`config.mk`:
```
export PLATFORM = sky130hd
export DESIGN_NAME = key_reader
export DESIGN_NICKNAME = d
export VERILOG_FILES = /design/src/rtl/key_reader.sv
export SDC_FILE = /design/constraint.sdc
export NUM_CORES = 1
export LEC_CHECK = 0
export CORE_MARGIN = 4
export CORE_UTILIZATION = 41
export DETAILED_ROUTE_END_ITERATION = 8
export PLACE_DENSITY = 0.67
export SYNTH_ARGS = -nofsm -noshare
export SYNTH_HDL_FRONTEND = slang
export SYNTH_SLANG_ARGS = --single-unit
```
`constraint.sdc`:
```
create_clock -name CLOCK_50 -period 5.75 [get_ports CLOCK_50]
set_clock_uncertainty 0.05 [all_clocks]
set_input_delay 1.15 -clock CLOCK_50 [delete_from_list [all_inputs] [get_ports CLOCK_50]]
set_output_delay 1.15 -clock CLOCK_50 [all_outputs]
set_load 0.005 [all_outputs]
```
`src/rtl/key_reader.sv`:
```
// -----------------------------------------------------------------------------
// key_reader
//
// Debounced reader for one active-low pushbutton line. The raw key passes
// through a two-flop synchronizer. A four-state FSM then accepts a level change
// only after DB_CYC consecutive agreeing samples. The block produces a clean
// pressed level, single-cycle press/release/long-press pulses, and a wrapping
// 8-bit press counter that is mirrored onto the green LEDs.
//
// Parameters
//   CLK_HZ       clock frequency in Hz
//   DEBOUNCE_MS  stability window in ms; DB_CYC = (CLK_HZ/1000)*DEBOUNCE_MS, must be >= 2
//   LONG_MS      long-press threshold in ms; LONG_CYC = (CLK_HZ/1000)*LONG_MS, must be >= 1
//
// Ports
//   CLOCK_50       in   system clock, rising edge
//   RESET          in   synchronous active-high reset, highest priority
//   KEY_N          in   raw asynchronous key, 0 = pressed
//   PRESSED        out  debounced level, 1 = pressed
//   PRESS_PULSE    out  one-cycle pulse on each accepted press
//   RELEASE_PULSE  out  one-cycle pulse on each accepted release
//   LONG_PULSE     out  one-cycle pulse once a press has lasted LONG_CYC cycles
//   LONG_HELD      out  set with LONG_PULSE, cleared with RELEASE_PULSE
//   PRESS_COUNT    out  accepted presses modulo 256
//   LEDG           out  copy of PRESS_COUNT, active-high
//
// Every output is taken directly from a flop. There is no combinational path
// from KEY_N to any output.
// -----------------------------------------------------------------------------
module key_reader #(
    parameter int CLK_HZ      = 50000000,
    parameter int DEBOUNCE_MS = 20,
    parameter int LONG_MS     = 1000
) (
    input  logic       CLOCK_50,
    input  logic       RESET,
    input  logic       KEY_N,
    output logic       PRESSED,
    output logic       PRESS_PULSE,
    output logic       RELEASE_PULSE,
    output logic       LONG_PULSE,
    output logic       LONG_HELD,
    output logic [7:0] PRESS_COUNT,
    output logic [7:0] LEDG
);

    // -------------------------------------------------------------------------
    // Derived constants
    // -------------------------------------------------------------------------
    localparam int DB_CYC   = (CLK_HZ / 1000) * DEBOUNCE_MS;
    localparam int LONG_CYC = (CLK_HZ / 1000) * LONG_MS;

    // db_cnt only has to reach DB_CYC-1.
    // long_cnt has to hold LONG_CYC itself, because it saturates there.
    localparam int DB_W   = (DB_CYC > 2) ? $clog2(DB_CYC) : 1;
    localparam int LONG_W = (LONG_CYC > 1) ? $clog2(LONG_CYC + 1) : 1;

    localparam logic [DB_W-1:0]   DB_ONE    = DB_W'(1);
    localparam logic [DB_W-1:0]   DB_LAST   = DB_W'(DB_CYC - 1);
    localparam logic [LONG_W-1:0] LONG_ONE  = LONG_W'(1);
    localparam logic [LONG_W-1:0] LONG_LAST = LONG_W'(LONG_CYC - 1);
    localparam logic [LONG_W-1:0] LONG_SAT  = LONG_W'(LONG_CYC);

    typedef enum logic [1:0] {
        ST_IDLE       = 2'd0,   // stable released
        ST_PRESS_WAIT = 2'd1,   // pressed candidate, counting agreeing samples
        ST_HELD       = 2'd2,   // stable pressed
        ST_REL_WAIT   = 2'd3    // release candidate, counting agreeing samples
    } state_t;

    // -------------------------------------------------------------------------
    // Registers
    // -------------------------------------------------------------------------
    logic              s1_q, s1_d;
    logic              s2_q, s2_d;
    state_t            state_q, state_d;
    logic [DB_W-1:0]   db_cnt_q, db_cnt_d;
    logic [LONG_W-1:0] long_cnt_q, long_cnt_d;
    logic              pressed_q, pressed_d;
    logic              press_pulse_q, press_pulse_d;
    logic              release_pulse_q, release_pulse_d;
    logic              long_pulse_q, long_pulse_d;
    logic              long_held_q, long_held_d;
    logic [7:0]        press_count_q, press_count_d;

    // -------------------------------------------------------------------------
    // Synchronizer next-state
    // -------------------------------------------------------------------------
    always_comb begin
        s1_d = KEY_N;
        s2_d = s1_q;
    end

    // -------------------------------------------------------------------------
    // Debounce FSM and long-press tracking (next-state and outputs)
    // -------------------------------------------------------------------------
    logic release_now;   // a release is accepted on this edge
    logic in_press;      // a debounced press is in progress (HELD or REL_WAIT)

    always_comb begin
        state_d         = state_q;
        db_cnt_d        = db_cnt_q;
        long_cnt_d      = long_cnt_q;
        pressed_d       = pressed_q;
        long_held_d     = long_held_q;
        press_count_d   = press_count_q;
        press_pulse_d   = 1'b0;
        release_pulse_d = 1'b0;
        long_pulse_d    = 1'b0;
        release_now     = 1'b0;
        in_press        = (state_q == ST_HELD) || (state_q == ST_REL_WAIT);

        // Long-press timing runs through the whole press, including any
        // release bounce. A bounce does not restart it.
        if (in_press) begin
            if (long_cnt_q != LONG_SAT) begin
                long_cnt_d = long_cnt_q + LONG_ONE;
            end
        end

        case (state_q)
            ST_IDLE: begin
                // The first low sample already counts toward the window.
                if (!s2_q) begin
                    state_d  = ST_PRESS_WAIT;
                    db_cnt_d = DB_ONE;
                end
            end

            ST_PRESS_WAIT: begin
                if (s2_q) begin
                    state_d = ST_IDLE;          // bounce rejected, no pulse
                end else if (db_cnt_q == DB_LAST) begin
                    state_d       = ST_HELD;
                    press_pulse_d = 1'b1;
                    pressed_d     = 1'b1;
                    press_count_d = press_count_q + 8'd1;   // wraps 255 -> 0
                    long_cnt_d    = '0;
                end else begin
                    db_cnt_d = db_cnt_q + DB_ONE;
                end
            end

            ST_HELD: begin
                if (s2_q) begin
                    state_d  = ST_REL_WAIT;
                    db_cnt_d = DB_ONE;
                end
            end

            ST_REL_WAIT: begin
                if (!s2_q) begin
                    state_d = ST_HELD;          // release bounce, still pressed
                end else if (db_cnt_q == DB_LAST) begin
                    state_d         = ST_IDLE;
                    release_pulse_d = 1'b1;
                    pressed_d       = 1'b0;
                    long_held_d     = 1'b0;
                    release_now     = 1'b1;
                end else begin
                    db_cnt_d = db_cnt_q + DB_ONE;
                end
            end

            default: begin
                state_d = ST_IDLE;
            end
        endcase

        // long_cnt becomes LONG_CYC on this edge. A release accepted on the
        // same edge takes precedence, so the press ends without a long pulse.
        if (in_press && (long_cnt_q == LONG_LAST) && !long_held_q && !release_now) begin
            long_pulse_d = 1'b1;
            long_held_d  = 1'b1;
        end
    end

    // -------------------------------------------------------------------------
    // State register
    // -------------------------------------------------------------------------
    always_ff @(posedge CLOCK_50) begin
        if (RESET) begin
            s1_q            <= 1'b1;
            s2_q            <= 1'b1;
            state_q         <= ST_IDLE;
            db_cnt_q        <= '0;
            long_cnt_q      <= '0;
            pressed_q       <= 1'b0;
            press_pulse_q   <= 1'b0;
            release_pulse_q <= 1'b0;
            long_pulse_q    <= 1'b0;
            long_held_q     <= 1'b0;
            press_count_q   <= 8'd0;
        end else begin
            s1_q            <= s1_d;
            s2_q            <= s2_d;
            state_q         <= state_d;
            db_cnt_q        <= db_cnt_d;
            long_cnt_q      <= long_cnt_d;
            pressed_q       <= pressed_d;
            press_pulse_q   <= press_pulse_d;
            release_pulse_q <= release_pulse_d;
            long_pulse_q    <= long_pulse_d;
            long_held_q     <= long_held_d;
            press_count_q   <= press_count_d;
        end
    end

    // -------------------------------------------------------------------------
    // Outputs
    // -------------------------------------------------------------------------
    assign PRESSED       = pressed_q;
    assign PRESS_PULSE   = press_pulse_q;
    assign RELEASE_PULSE = release_pulse_q;
    assign LONG_PULSE    = long_pulse_q;
    assign LONG_HELD     = long_held_q;
    assign PRESS_COUNT   = press_count_q;

    genvar gi;
    generate
        for (gi = 0; gi < 8; gi++) begin : g_ledg
            assign LEDG[gi] = press_count_q[gi];
        end
    endgenerate

endmodule

```
# == Word level (Yosys, flattened, before mapping) ==
# Cells that the tools add are included.
# totals
reg_bits,63
latchBits,0
ramBits,0
romBits,0
in_bits,3
out_inout_bits,21
word_cells,76
memories,0
# op_classes
addsub,3
mul,0
div,0
magnitude_cmp,0
eq_ne,14
shifts,0
muxes,29
n_bitwise,2
n_reduce_logical,17
# ops
cell,count
$mux W26,5
$mux W20,5
$pmux W20 S4,1
$add A26 B1 Y26 const B,1
$eq A26 B26 Y1 const B,1
$ne A26 B26 Y1 const B,1
$add A20 B1 Y20 const B,1
$eq A20 B20 Y1 const B,1
$mux W2,6
$mux W1,10
$ne A2 B2 Y1 const B,5
$add A8 B1 Y8 const B,1
$pmux W2 S4,1
$reduce_and A4 Y1,2
$reduce_bool A2 Y1,4
$reduce_and A3 Y1,2
$reduce_and A5 Y1,1
$eq A2 B2 Y1 const B,2
$logic_and A1 B1 Y1,3
$ne A3 B2 Y1 const B,1
$ne A3 B3 Y1 const B,1
$reduce_or A3 Y1,1
$eq A2 B1 Y1 const B,1
$logic_not A1 Y1,2
other kinds (5),6

# == Longest topological paths before layout ==
# Gate-level depths: netlist of run 1.
# depth
depth_word,8
mapped_depth,9
depth_no_buf,7

# == Least setup slack after synthesis of run 1 ==
# OpenSTA, ideal clock, no wires.
# synth_path
kind,in2reg
startpoint,input RESET
endpoint,register db_cnt_q[8]
setup_time_ns,0.074
arrival_ns,2.183
t_required_ns,5.626
setup_slack_ns,3.442
cell_stages,5
path_buffers,1
cell_sequence,clkbuf_1 inv_1 o21ai_1 or4_1 o21ai_0
# synth_rtl
element,line_no,source
"start, declared",36,"input logic RESET,"
"end signal, assigned",198,db_cnt_q <= db_cnt_d;
"end, declared",77,"logic [DB_W-1:0] db_cnt_q, db_cnt_d;"

==> reports/metrics.yaml, run 1 <==
grt:
  grt_max_degree: 27
  gr-total-overflow: 0
  grt_use_total_pct: 16.9
  antenna_found_initial: 0
  first_global_vias: 2673
  busiest_layer: "met2"
  grtUsageMet1_pct: 21.6
  grtUsageMet3_pct: 4.93
  grt_pass1_wl_um: 12300
  grt_use_met2_pct: 26.9
synth:
  synth_edf_count: 0
  postSynthCellCount: 375
  synth_common_cells: "dfxtp_1 (63), nor2_1 (44), nand4_1 (25), nand2_1 (23), a21oi_1 (20)"
  yosysWarnings: 0
  synth_most_common_cell: "dfxtp_1"
  synth_flop_cell: "dfxtp_1"
  ys_types: 53
  yosysSeqAreaShare_pct: 39.5
  syn_area_um2: 3200
  yosys-top-cells-area: "dfxtp_1 (39%), nor2_1 (5.2%), nand4_1 (4.9%)"
  synthArstFlopShare_pct: 0
  synth_top_area_share_pct: 39.5
  yosys_register_bits: 63
  synth_fp_nets: 382
  syn_area_per_cell_um2: 8.52
  yosys.area.top_type: "dfxtp_1"
sta:
  slew_headroom_pct: 23.5
  fin_crit_sh_pct: 51.2
  fin_crit_ns: 2.94
  tightest_slew_ns: 1.15
  rsz0062_at_grt: "false"
  slew_violations: 0
  setup_violations: 0
  max_freq_mhz: 340
  finalSetupTns_ns: 0
  whs_ns: 0.383
  hold_violations: 0
worst_setup_path:
  worst_ep_arrival_time_ns: 3.16
  rrSetupSlack_ns: 3.03
  start_kind: "input port"
  cp_max_fo: 19
  worstPathRequired_ns: 5.97
  cp-end-kind: "flip-flop"
  critPathKind: "input port to flip-flop"
  r2r_end: "long_cnt_q[25]$_SDFF_PP0_"
  rr_worst_depth: 5
route:
  drt-initial-drc-count: 160
  dr.pass1.iters: 4
  wl_um: 6990
  ant_nets: 0
  wl_per_cell_um: 14.2
  num_vias: 2811
  routed_via_density: 5.71
  drc: 0
layout:
  multiInputGateArea_um2: 1770
  area_growth_pct: 13.7
  diodes: 0
  drive_gt1_share_pct: 10.9
  n_fill_cell: 714
  regArea_um2: 1260
  fin_nets: 395
pwr:
  p_leak_nw: 1.11
  p_per_area_nw_per_um2: 240
  p_total_mw: 0.871
  ir_drop_mv: 0.116
clocking:
  clk_pin_slew_ns: 0.07
  cts_inserted_buffers: 9
  cts.repair.resized: 0
  cts_root_buffer: "clkbuf_8"
  clockBufferDepth: 2
  cts_tree: "built"
  hold_buffers: 0
  cts_max_level: 3
  cts.sink_count: 63
  insertion_delay_ns: 0.34
  cts_setup_buffers: 0
worst_hold_path:
  hp-class: "flip-flop to flip-flop"
  hold_start: "s1_q$_SDFF_PP1_"
  hold-path-endpoint: "s2_q$_SDFF_PP1_"
  min_delay_path_depth: 1
place:
  routabilityCongestion: 0.837
  post-dp-hpwl_um: 4930
  port_buffers: 23
die:
  rows: 31
  die_height_um: 96.3
  pin_count: 24
  fp.dieW_um: 96.3
  core_um2: 7410
  dieArea_um2: 9270
  start_util_pct: 43.2
status:
  outcome: "completed"
job:
  cap_violations: 0
## worst max-delay path, cell delays in order
cell and delay, ns:
clkdlybuf4s50_1 0.75, inv_1 0.35, o21ai_1 0.11, buf_4 0.21, or4_1 0.49, o21ai_0 0.09
## where the power goes
group	switching, mW	internal, mW	total [mW]
Sequential	0.00199	0.438	0.440
Clock	0.167	0.243	0.410
Combinational	0.0131	0.00765	0.0207
## logic make-up (layout without fill, tap and decap cells)
kind of cell | after synthesis | after routing | share of synthesized area (%)
AND/OR/NAND/NOR | 180 | 180 | 31.2
multiplexers | 5 | 5 | 1.57
XOR/XNOR | 24 | 24 | 6.58
adder cells (fa/ha/maj) | 4 | 4 | 1.57
flip-flops | 63 | 63 | 39.5
buffers and inverters | 31 | 49 | 5.21
AO/OA/AOI/OAI | 68 | 68 | 14.4
## how the worst max path moves through the flow
stage               start                       end  depth (start not counted)
finish              RESET  db_cnt_q[8]$_SDFFE_PP0P_                          6
detailed placement  RESET  db_cnt_q[8]$_SDFFE_PP0P_                          6
global route        RESET  db_cnt_q[8]$_SDFFE_PP0P_                          6
floorplan           RESET  db_cnt_q[8]$_SDFFE_PP0P_                          5
CTS                 RESET  db_cnt_q[8]$_SDFFE_PP0P_                          6
global placement    RESET  db_cnt_q[8]$_SDFFE_PP0P_                          6
## cell type report
cell class	count	share of cell area, %
Sequential cell	63	34.7
Inverter	8	0.826
Timing Repair Buffer	25	6.75
Clock buffer	12	3.72
Clock inverter	4	1.93
Tap cell	99	3.41
Multi-Input combinational cell	281	48.7
## placed cells by master (no fill, tap or decap), types with 4 or more instances in the layout
cell type and instances:
dfxtp_1 63, nor2_1 44, nand4_1 25, nand2_1 23, clkdlybuf4s50_1 23, a21oi_1 20
nand3_1 19, xor2_1 16, o31ai_1 13, o21ai_0 10, or4_2 9, or2_2 9
clkbuf_8 9, inv_1 8, or3_1 8, xnor2_1 8, nor3_1 7, or4_1 6
and2_1 5, nor4_1 5, mux2i_1 5, and4_1 4, a21oi_2 4, ha_1 4
## sequential cells by signal, summed over array words and instances, names as in the netlist, named ones only
signal and cells:
PRESS_PULSE 1, LEDG 8, db_cnt_q 20, s1_q 1
s2_q 1, PRESSED 1, long_cnt_q 26, LONG_PULSE 1
LONG_HELD 1, state_q 1, RELEASE_PULSE 1
## routing by layer
metal / up-vias / routed length [um] / share of wire, %
li1: 1405 / - / -
met1: 1347 / 3370 / 48
met2: 50 / 3200 / 46
met3: 9 / 327 / 4.7
met4: 0 / 86 / 1.2
met5: - / 0 / 0
## stage by stage
stage	setup WS (ns)	utilization [%]	std cells	cell area, um2
after CTS	2.82	49.1	492	3630
after detailed placement	2.48	46.3	476	3430
after floorplan	3.44	-	375	3200
final	2.81	49.1	492	3630
after global placement	2.52	46.3	476	3430
after global routing	2.62	49.1	492	3630
No activity file was read; power rests on OpenSTA's default activity.
==> run 2, diff against run 1 <==
--- a/config.mk
+++ b/config.mk
@@ -8,7 +8,7 @@
 export CORE_MARGIN = 4
 export CORE_UTILIZATION = 41
 export DETAILED_ROUTE_END_ITERATION = 8
-export PLACE_DENSITY = 0.67
+export PLACE_DENSITY = 0.7
 export SYNTH_ARGS = -nofsm -noshare
 export SYNTH_HDL_FRONTEND = slang
 export SYNTH_SLANG_ARGS = --single-unit
==> constraint.sdc (replaced) <==
create_clock -name CLOCK_50 -period 2.4 [get_ports CLOCK_50]
set_clock_uncertainty 0.05 [all_clocks]
set_input_delay 0.48 -clock CLOCK_50 [delete_from_list [all_inputs] [get_ports CLOCK_50]]
set_output_delay 0.48 -clock CLOCK_50 [all_outputs]
set_load 0.005 [all_outputs]
==> reports/metrics.yaml, run 2 (synthesis gave the netlist of run 1 again) <==
sta:
  slew_headroom_pct: 66.0
  tightest_slew_ns: 0.507
  rsz0062_at_grt: "false"
  fin_crit_ns: 2.23
  setup_violations: 0
  fin_crit_sh_pct: 93.0
  finalSetupTns_ns: 0
  hold_violations: 0
  max_freq_mhz: 448
  whs_ns: 0.373
  slew_violations: 0
layout:
  final_cells: 503
  largest_register: "long_cnt_q"
  n_fill_cell: 707
  drive_gt1_share_pct: 14.1
  design_area_um2: 3780
  multiInputGateArea_um2: 1770
  area_growth_pct: 18.3
  fin_nets: 406
  final_cell_mix: "dfxtp_1 (63), nor2_1 (44), nand4_1 (25)"
  diodes: 0
  layout_commonest_cell: "dfxtp_1"
  largest_reg_flops: 26
  regArea_um2: 1260
route:
  routed_via_density: 5.64
  drc: 0
  wl_per_cell_um: 13.9
  num_vias: 2837
  ant_nets: 0
  wl_um: 6990
  drt-initial-drc-count: 156
  dr.pass1.iters: 4
clocking:
  insertion_delay_ns: 0.34
  clockBufferDepth: 2
  cts.sink_count: 63
  cts_max_level: 3
  cts_root_buffer: "clkbuf_8"
  hold_buffers: 0
  cts_tree: "built"
  cts_inserted_buffers: 9
  clk_pin_slew_ns: 0.08
worst_setup_path:
  slowest_delay_ns: 0.55
  critPathKind: "flip-flop to flip-flop"
  worstPathRequired_ns: 2.57
  cp_max_fo: 16
  slowest_stage: "or4_1"
  start_kind: "flip-flop"
  crit_family: "simple AND/OR/NAND/NOR gates"
  rrSetupSlack_ns: 0.17
  cp-end-kind: "flip-flop"
  path_cells: "inv_1 -> ha_1 -> or3b_2 -> or4_1 -> o21ai_4 -> buf_12 -> or4_2 -> a21oi_2"
  worst_ep_arrival_time_ns: 2.40
  critPathBufInv: 2
grt:
  grt_max_degree: 27
  grt_use_total_pct: 16.4
  antenna_found_initial: 0
  grt_pass1_wl_um: 12000
  gr-total-overflow: 0
  first_global_vias: 2577
place:
  port_buffers: 23
  routabilityCongestion: 0.861
  dp.cells: 486
  post-dp-hpwl_um: 4950
  post_dp_cell_area_um2: 3520
die:
  pin_count: 24
  die_height_um: 96.3
  start_util_pct: 43.2
  rows: 31
  fp.dieW_um: 96.3
  dieArea_um2: 9270
  core_um2: 7410
status:
  outcome: "completed"
pwr:
  p_leak_nw: 1.20
  ir_drop_mv: 0.320
  internal-power_mw: 1.76
  power_frac_comb_pct: 2.5
  power.switching_mw: 0.470
  p_per_area_nw_per_um2: 591
  p_total_mw: 2.24
  clkPwrFrac_pct: 50.4
  p_sw_share_pct: 21.0
  power_frac_seq_pct: 47.1
job:
  cap_violations: 0
worst_hold_path:
  hp-class: "flip-flop to flip-flop"
[run 2: cell types whose count changed in the layout (fill, tap and decap cells not counted), sizes merged]
cell      previous run  this run
buf                  2        13
clkbuf              12         9
inv                  8         9
bufinv               2         3
clkinvlp             0         1
[run 2: metal layers]
metal	GRT usage [%]	up-vias	wire length, um
met5	0	-	0
met1	21.7	1337	3390
met3	4.14	8	406
met4	6.89	0	99
li1	-	1421	-
met2	25.4	71	3100
[run 2: path summary, 6_finish.rpt]
check / from / endpoint / depth (start not counted)
worst min-delay path: s1_q$_SDFF_PP1_ / s2_q$_SDFF_PP1_ / 1
worst min register to register: s1_q$_SDFF_PP1_ / s2_q$_SDFF_PP1_ / 1
worst max register to register: long_cnt_q[0]$_SDFF_PP0_ / long_cnt_q[17]$_SDFF_PP0_ / 8
worst max-delay path: long_cnt_q[0]$_SDFF_PP0_ / long_cnt_q[17]$_SDFF_PP0_ / 8
[run 2: power by group through the flow]
stage	clock [mW]	combinational [mW]	sequential [mW]
finish	1.13	0.0551	1.05
detailed placement	0	0.0550	1.08
CTS	1.16	0.0554	1.05
global placement	0	0.0542	1.08
floorplan	0	0.0345	1.08
global route	1.20	0.0603	1.05
[run 2: worst register-to-register path, cell delays in order (launching register included)]
cell and delay, ns:
dfxtp_1 0.32, inv_1 0.05, ha_1 0.14, or3b_2 0.43
or4_1 0.55, o21ai_4 0.24, buf_12 0.16, or4_2 0.12
a21oi_2 0.05
[run 2: final cells by class]
type,instances,area share (%)
well taps,99,3.28
repair buffers,36,9.33
flip-flops and latches,63,33.4
clock buffers,9,3.28
inverters,8,0.794
multi-input cells,281,46.8
clock inverters,7,3.18
[run 2: metrics by stage]
step                      setup WS, ns  utilization, %
after global routing            0.0148            51.0
after CTS                       0.0834            50.8
after global placement           0.166            47.5
final                            0.168            51.0
after floorplan                  0.256               -
after detailed placement         0.114            47.5
[run 2: timing repair]
item,in CTS,in global routing
setup buffers,0,1
setup endpoints to repair,0,9
gates resized for setup,0,0
==> run 3, diff against run 2 <==
--- a/config.mk
+++ b/config.mk
@@ -5,10 +5,13 @@
 export SDC_FILE = /design/constraint.sdc
 export NUM_CORES = 1
 export LEC_CHECK = 0
+export CELL_PAD_IN_SITES_DETAIL_PLACEMENT = 1
+export CELL_PAD_IN_SITES_GLOBAL_PLACEMENT = 2
 export CORE_MARGIN = 4
-export CORE_UTILIZATION = 41
+export CORE_UTILIZATION = 32
 export DETAILED_ROUTE_END_ITERATION = 8
-export PLACE_DENSITY = 0.7
+export GPL_TIMING_DRIVEN = 0
+export PLACE_DENSITY = 0.83
 export SYNTH_ARGS = -nofsm -noshare
 export SYNTH_HDL_FRONTEND = slang
 export SYNTH_SLANG_ARGS = --single-unit
==> reports/metrics.yaml, run 3 (synthesis gave the netlist of run 1 again) <==
status:
  outcome: "completed"
die:
  core_um2: 9730
  fp.dieW_um: 108
  die_height_um: 108
  pin_count: 24
  start_util_pct: 32.9
  rows: 36
  dieArea_um2: 11700
sta:
  fin_crit_ns: 2.29
  whs_ns: 0.371
  slew_headroom_pct: 49.3
  setup_violations: 0
  max_freq_mhz: 437
  fin_crit_sh_pct: 95.4
  slew_violations: 0
  worst_slack_ns: 0.110
  finalSetupTns_ns: 0
  hold_violations: 0
  tightest_slew_ns: 0.755
worst_setup_path:
  critPathKind: "flip-flop to flip-flop"
  path_cells: "inv_2 -> ha_2 -> or3b_4 -> or4_4 -> buf_6 -> o21ai_4 -> buf_6 -> o31ai_1 -> a21oi_2"
  slowest_delay_ns: 0.48
  worstPathRequired_ns: 2.64
  critPathLaunch: "long_cnt_q[1]$_SDFF_PP0_"
  cp-end-kind: "flip-flop"
  slowest_stage: "or4_4"
  worst_ep_arrival_time_ns: 2.53
  start_kind: "flip-flop"
  crit_top_cell: "buf_6"
  r2r_start: "long_cnt_q[1]$_SDFF_PP0_"
  cp_max_fo: 7
route:
  drc: 0
  wl_per_cell_um: 15.9
  drt-initial-drc-count: 128
  num_vias: 2984
  routed_via_density: 5.36
  ant_nets: 0
  dr.pass1.iters: 4
  wl_um: 8840
pwr:
  p_total_mw: 2.17
  p_per_area_nw_per_um2: 547
  ir_drop_mv: 0.265
  p_leak_nw: 1.26
grt:
  first_global_vias: 2984
  grt_pass1_wl_um: 14300
  grt_use_total_pct: 15.5
  antenna_found_initial: 0
  gr-total-overflow: 0
  grt_max_degree: 12
layout:
  final_cell_mix: "dfxtp_1 (60), nor2_1 (44), nand4_1 (25)"
  largest_register: "long_cnt_q"
  design_area_um2: 3970
  largest_reg_flops: 26
  final_cells: 557
  layout_commonest_cell: "dfxtp_1"
  area_growth_pct: 24.3
  fin_nets: 426
  drive_gt1_share_pct: 18.6
  final_util_pct: 40.8
  diodes: 0
clocking:
  cts_inserted_buffers: 9
  cts_tree: "built"
  cts_root_buffer: "clkbuf_8"
  clockBufferDepth: 2
  insertion_delay_ns: 0.36
  clk_pin_slew_ns: 0.08
  cts_max_level: 3
  cts.sink_count: 63
  hold_buffers: 0
place:
  routabilityCongestion: 0.800
  port_buffers: 22
  post_dp_cell_area_um2: 3580
  preCtsSetupSlack_ns: -0.239
  post-dp-hpwl_um: 6290
  dp.cells: 530
job:
  cap_violations: 0
worst_hold_path:
  hold_start: "s1_q$_SDFF_PP1_"
  hp-class: "flip-flop to flip-flop"
==> run 3: changes by cell type in the layout (fill, tap and decap cells not counted), sizes merged <==
cell | previous run | this run
buf | 13 | 23
bufinv | 3 | 2
clkbuf | 9 | 22
clkdlybuf4s50 | 23 | 22
inv | 9 | 8
==> run 3: worst paths after layout <==
kind,endpoint,depth (start not counted),slack (ns)
worst max-delay path,long_cnt_q[18]$_SDFF_PP0_,9,0.11
worst min-delay path,s2_q$_SDFF_PP1_,1,0.37
worst max register to register,long_cnt_q[18]$_SDFF_PP0_,9,0.11
worst min register to register,s2_q$_SDFF_PP1_,1,0.37
==> run 3: power breakdown <==
group,total [mW],internal (mW),switching (mW),leakage (nW)
combinational,0.0553,0.0185,0.0368,0.637
sequential,1.05,1.05,0.00375,0.510
clock,1.07,0.614,0.452,0.110
==> run 3: layout make-up <==
class / count / area, um2
Buffer: 23 / 145
Clock buffer: 11 / 141
Clock inverter: 5 / 81.3
Fill cell: 1171 / 5760
Inverter: 8 / 30.0
Multi-Input combinational cell: 281 / 1820
Sequential cell: 63 / 1270
Tap cell: 133 / 166
Timing Repair Buffer: 33 / 319
==> run 3: repair_timing <==
action                                  4_1_cts  5_1_grt
setup buffers                                 2        8
pin swaps                                     1        6
gates cloned                                  1        0
endpoints found under the hold margin         0        0
endpoints found under the setup margin       33       40
gates resized for setup                       7       18
==> run 3: per-layer routing <==
layer	global-route usage (%)	vias to the layer above	part of all wire, %
met5	0	-	0
met4	5.50	0	1.7
met3	3.76	13	3.6
met2	25.7	40	47
met1	19.7	1462	48
li1	-	1469	-
==> run 3: critical path: cells and delay by family, from the launching register on <==
family                   cells  cell delay, ns
adder cells (fa/ha/maj)      1            0.15
flip-flops                   1            0.35
AND/OR/NAND/NOR              2            0.84
AO/OA/AOI/OAI                3            0.48
buffers and inverters        3            0.37
==> patch: new RTL, config.mk and constraints of run 2 <==
Re-encode `state_t` (4 states) as one-hot, 4 bits wide.
--- a/src/rtl/key_reader.sv
+++ b/src/rtl/key_reader.sv
@@ -62,9 +62,9 @@
     localparam logic [LONG_W-1:0] LONG_SAT  = LONG_W'(LONG_CYC);
 
-    typedef enum logic [1:0] {
-        ST_IDLE       = 2'd0,   // stable released
-        ST_PRESS_WAIT = 2'd1,   // pressed candidate, counting agreeing samples
-        ST_HELD       = 2'd2,   // stable pressed
-        ST_REL_WAIT   = 2'd3    // release candidate, counting agreeing samples
+    typedef enum logic [3:0] {
+        ST_IDLE       = 4'b0001,   // stable released
+        ST_PRESS_WAIT = 4'b0010,   // pressed candidate, counting agreeing samples
+        ST_HELD       = 4'b0100,   // stable pressed
+        ST_REL_WAIT   = 4'b1000    // release candidate, counting agreeing samples
     } state_t;
 
Function: no difference found for any inputs over 10 cycles, from zero or initial values and one cycle with RESET high; not proved beyond that.
==> patch against run 2 <==
  * Core utilization fell by 2.7 points
  * Sequential cell count rose by 2
  * Cell count up 5.8%
  * Cell area rose by 5.0%
  * Global-route usage down 0.28 points
  * Area after synthesis rose by 8.1%
  * Total power is 3.7% lower
  * Wire length grew 9.5%
  * Worst setup slack got worse by 0.012 ns
  * Fmax fell by 0.55%
  * Critical path depth shrank 3
  * Count of clock-buffer cells in the layout grew 1
  * Critical path type unchanged
  * Critical endpoint is now LONG_PULSE
  * Largest power group is now registers
==> patch: results (changes against run 2) <==
| Metric | Value |
|---|---|
| Status | `completed (unchanged)` |
| Worst hold slack | `0.360 ns (was 0.373 ns)` |
| First-pass GRT wire length | `13200 µm (was 12000 µm)` |
| Synth Area in Adders | `1.45% (was 1.57%)` |
| Commonest cells in the netlist | `65 x dfxtp_1, 41 x nor2_1, 26 x a21oi_1 (was 63 x dfxtp_1, 44 x nor2_1, 25 x nand4_1)` |
| Synth area leaders | `dfxtp_1 38%, nor2_1 4.5%, nand4_1 3.8% (was dfxtp_1 39%, nor2_1 5.2%, nand4_1 4.9%)` |
| Clock-pin slew on the worst setup and hold paths | `0.07 ns` |
| Drt total wl | `7660 µm (was 6990 µm)` |
| Yosys cell types | `55 (was 53)` |
| Crit-path leading delay family | `simple AND/OR/NAND/NOR gates (unchanged)` |
| Highest clock rate | `446 MHz (was 448 MHz)` |
| Lkg Pwr | `1.27 nW (was 1.20 nW)` |
| CP max stage cell | `or4_4 (was or4_1)` |
| Hold Path Origin | `s1_q (unchanged)` |
| Placed cell areas | `3760 µm² (was 3520 µm²)` |
| Share of cells above drive strength 1 | `11.9% (was 14.1%)` |
| 1st-iter DRT viols | `135 (was 156)` |
| Cells after Synth | `400 (was 375)` |
| Register name with the most flops | `long_cnt_q (unchanged)` |
| CP Data Arrival Time | `2.41 ns` |
| Longest Clk Path Bufs | `2 (unchanged)` |
| Compound-Gate Fraction of Synth Area | `11.7% (was 14.4%)` |
| Worst skew pair latency | `0.34 ns (about the same)` |
| Post-Place Cells | `516 (was 486)` |
| CTS Buf Count | `9 (unchanged)` |
| Crit Path Max Fanout | `7 (was 16)` |
| Worst rel slew slack | `49.6% (was 66.0%)` |
| R2r worst-path depth | `5 (was 8)` |
| Final non-filler cell total | `532 (was 503)` |
| GPL Wtd Cong | `0.912 (was 0.861)` |
| Reg2reg start | `db_cnt_q[6] (was long_cnt_q[0])` |
| Post-CTS setup buffer count | `0 (unchanged)` |
| Detailed-router iteration count before antenna repair | `4 (unchanged)` |
| DP Worst Slack | `0.171 ns (was 0.114 ns)` |
| Xor and xnor fraction of the mapped netlist area | `7.10% (was 6.58%)` |
| Detail-routed via count per cell | `5.63 (was 5.64)` |
| Number of warning messages in the yosys log | `0 (unchanged)` |
| Crit. Startpoint | `db_cnt_q[6] (was long_cnt_q[0])` |
| Hold Path Class | `reg2reg (unchanged)` |
| Initial antenna violation count | `0 (unchanged)` |
| Detailed placement HPWL | `5570 µm (was 4950 µm)` |
| Hold Buf Count CTS | `0 (unchanged)` |
| CP max stage delay | `0.60 ns (was 0.55 ns)` |
| Synth Net Count | `407 (was 382)` |
| Vias in the first global route | `2792 (was 2577)` |
| Final nets | `429 (was 406)` |
| Mux cell area share after synthesis | `1.45% (was 1.57%)` |
| Critical R2R Capture | `LONG_PULSE (was long_cnt_q[17])` |
| Gr usage total | `16.2% (was 16.4%)` |
| Max reg flops | `26 (unchanged)` |
| H-tree Lvls | `3 (unchanged)` |
| Max rail drop VDD | `0.323 mV (was 0.320 mV)` |
| Post-synthesis sequential area ratio | `37.7% (was 39.5%)` |
| Setup CP Type | `reg2reg (unchanged)` |
[patch: cell types whose count changed after synthesis, sizes merged, moves of 4 or more]
cell,change
or4,-5
buf,+7
xnor2,+6
o31ai,-7
nand4,-4
o21ai,+4
nor4,+9
or3,+6
nand3,+4
nand2b,+6
[patch: report_power, final]
part / internal (W) / switching (W)
sequential: 0.00108 / 0.00000368
combinational: 0.0000216 / 0.0000378
clock: 0.000580 / 0.000428
total: 0.00168 / 0.000470
[patch: per-layer routing]
metal | vias up | routed length, µm | GRT usage [%]
li1 | 1515 | - | -
met2 | 53 | 3630 | 25.9
met1 | 1412 | 3570 | 20.8
met5 | - | 0 | 0
met3 | 16 | 291 | 4.24
met4 | 0 | 170 | 6.20
[patch: final cells by class]
type / instances / area, µm²
Multi-Input combinational cell: 302 / 1950
Sequential cell: 65 / 1300
Clock inverter: 6 / 82.6
Timing Repair Buffer: 38 / 355
Tap cell: 105 / 131
Inverter: 6 / 22.5
Clock buffer: 10 / 128
Fill cell: 807 / 4250
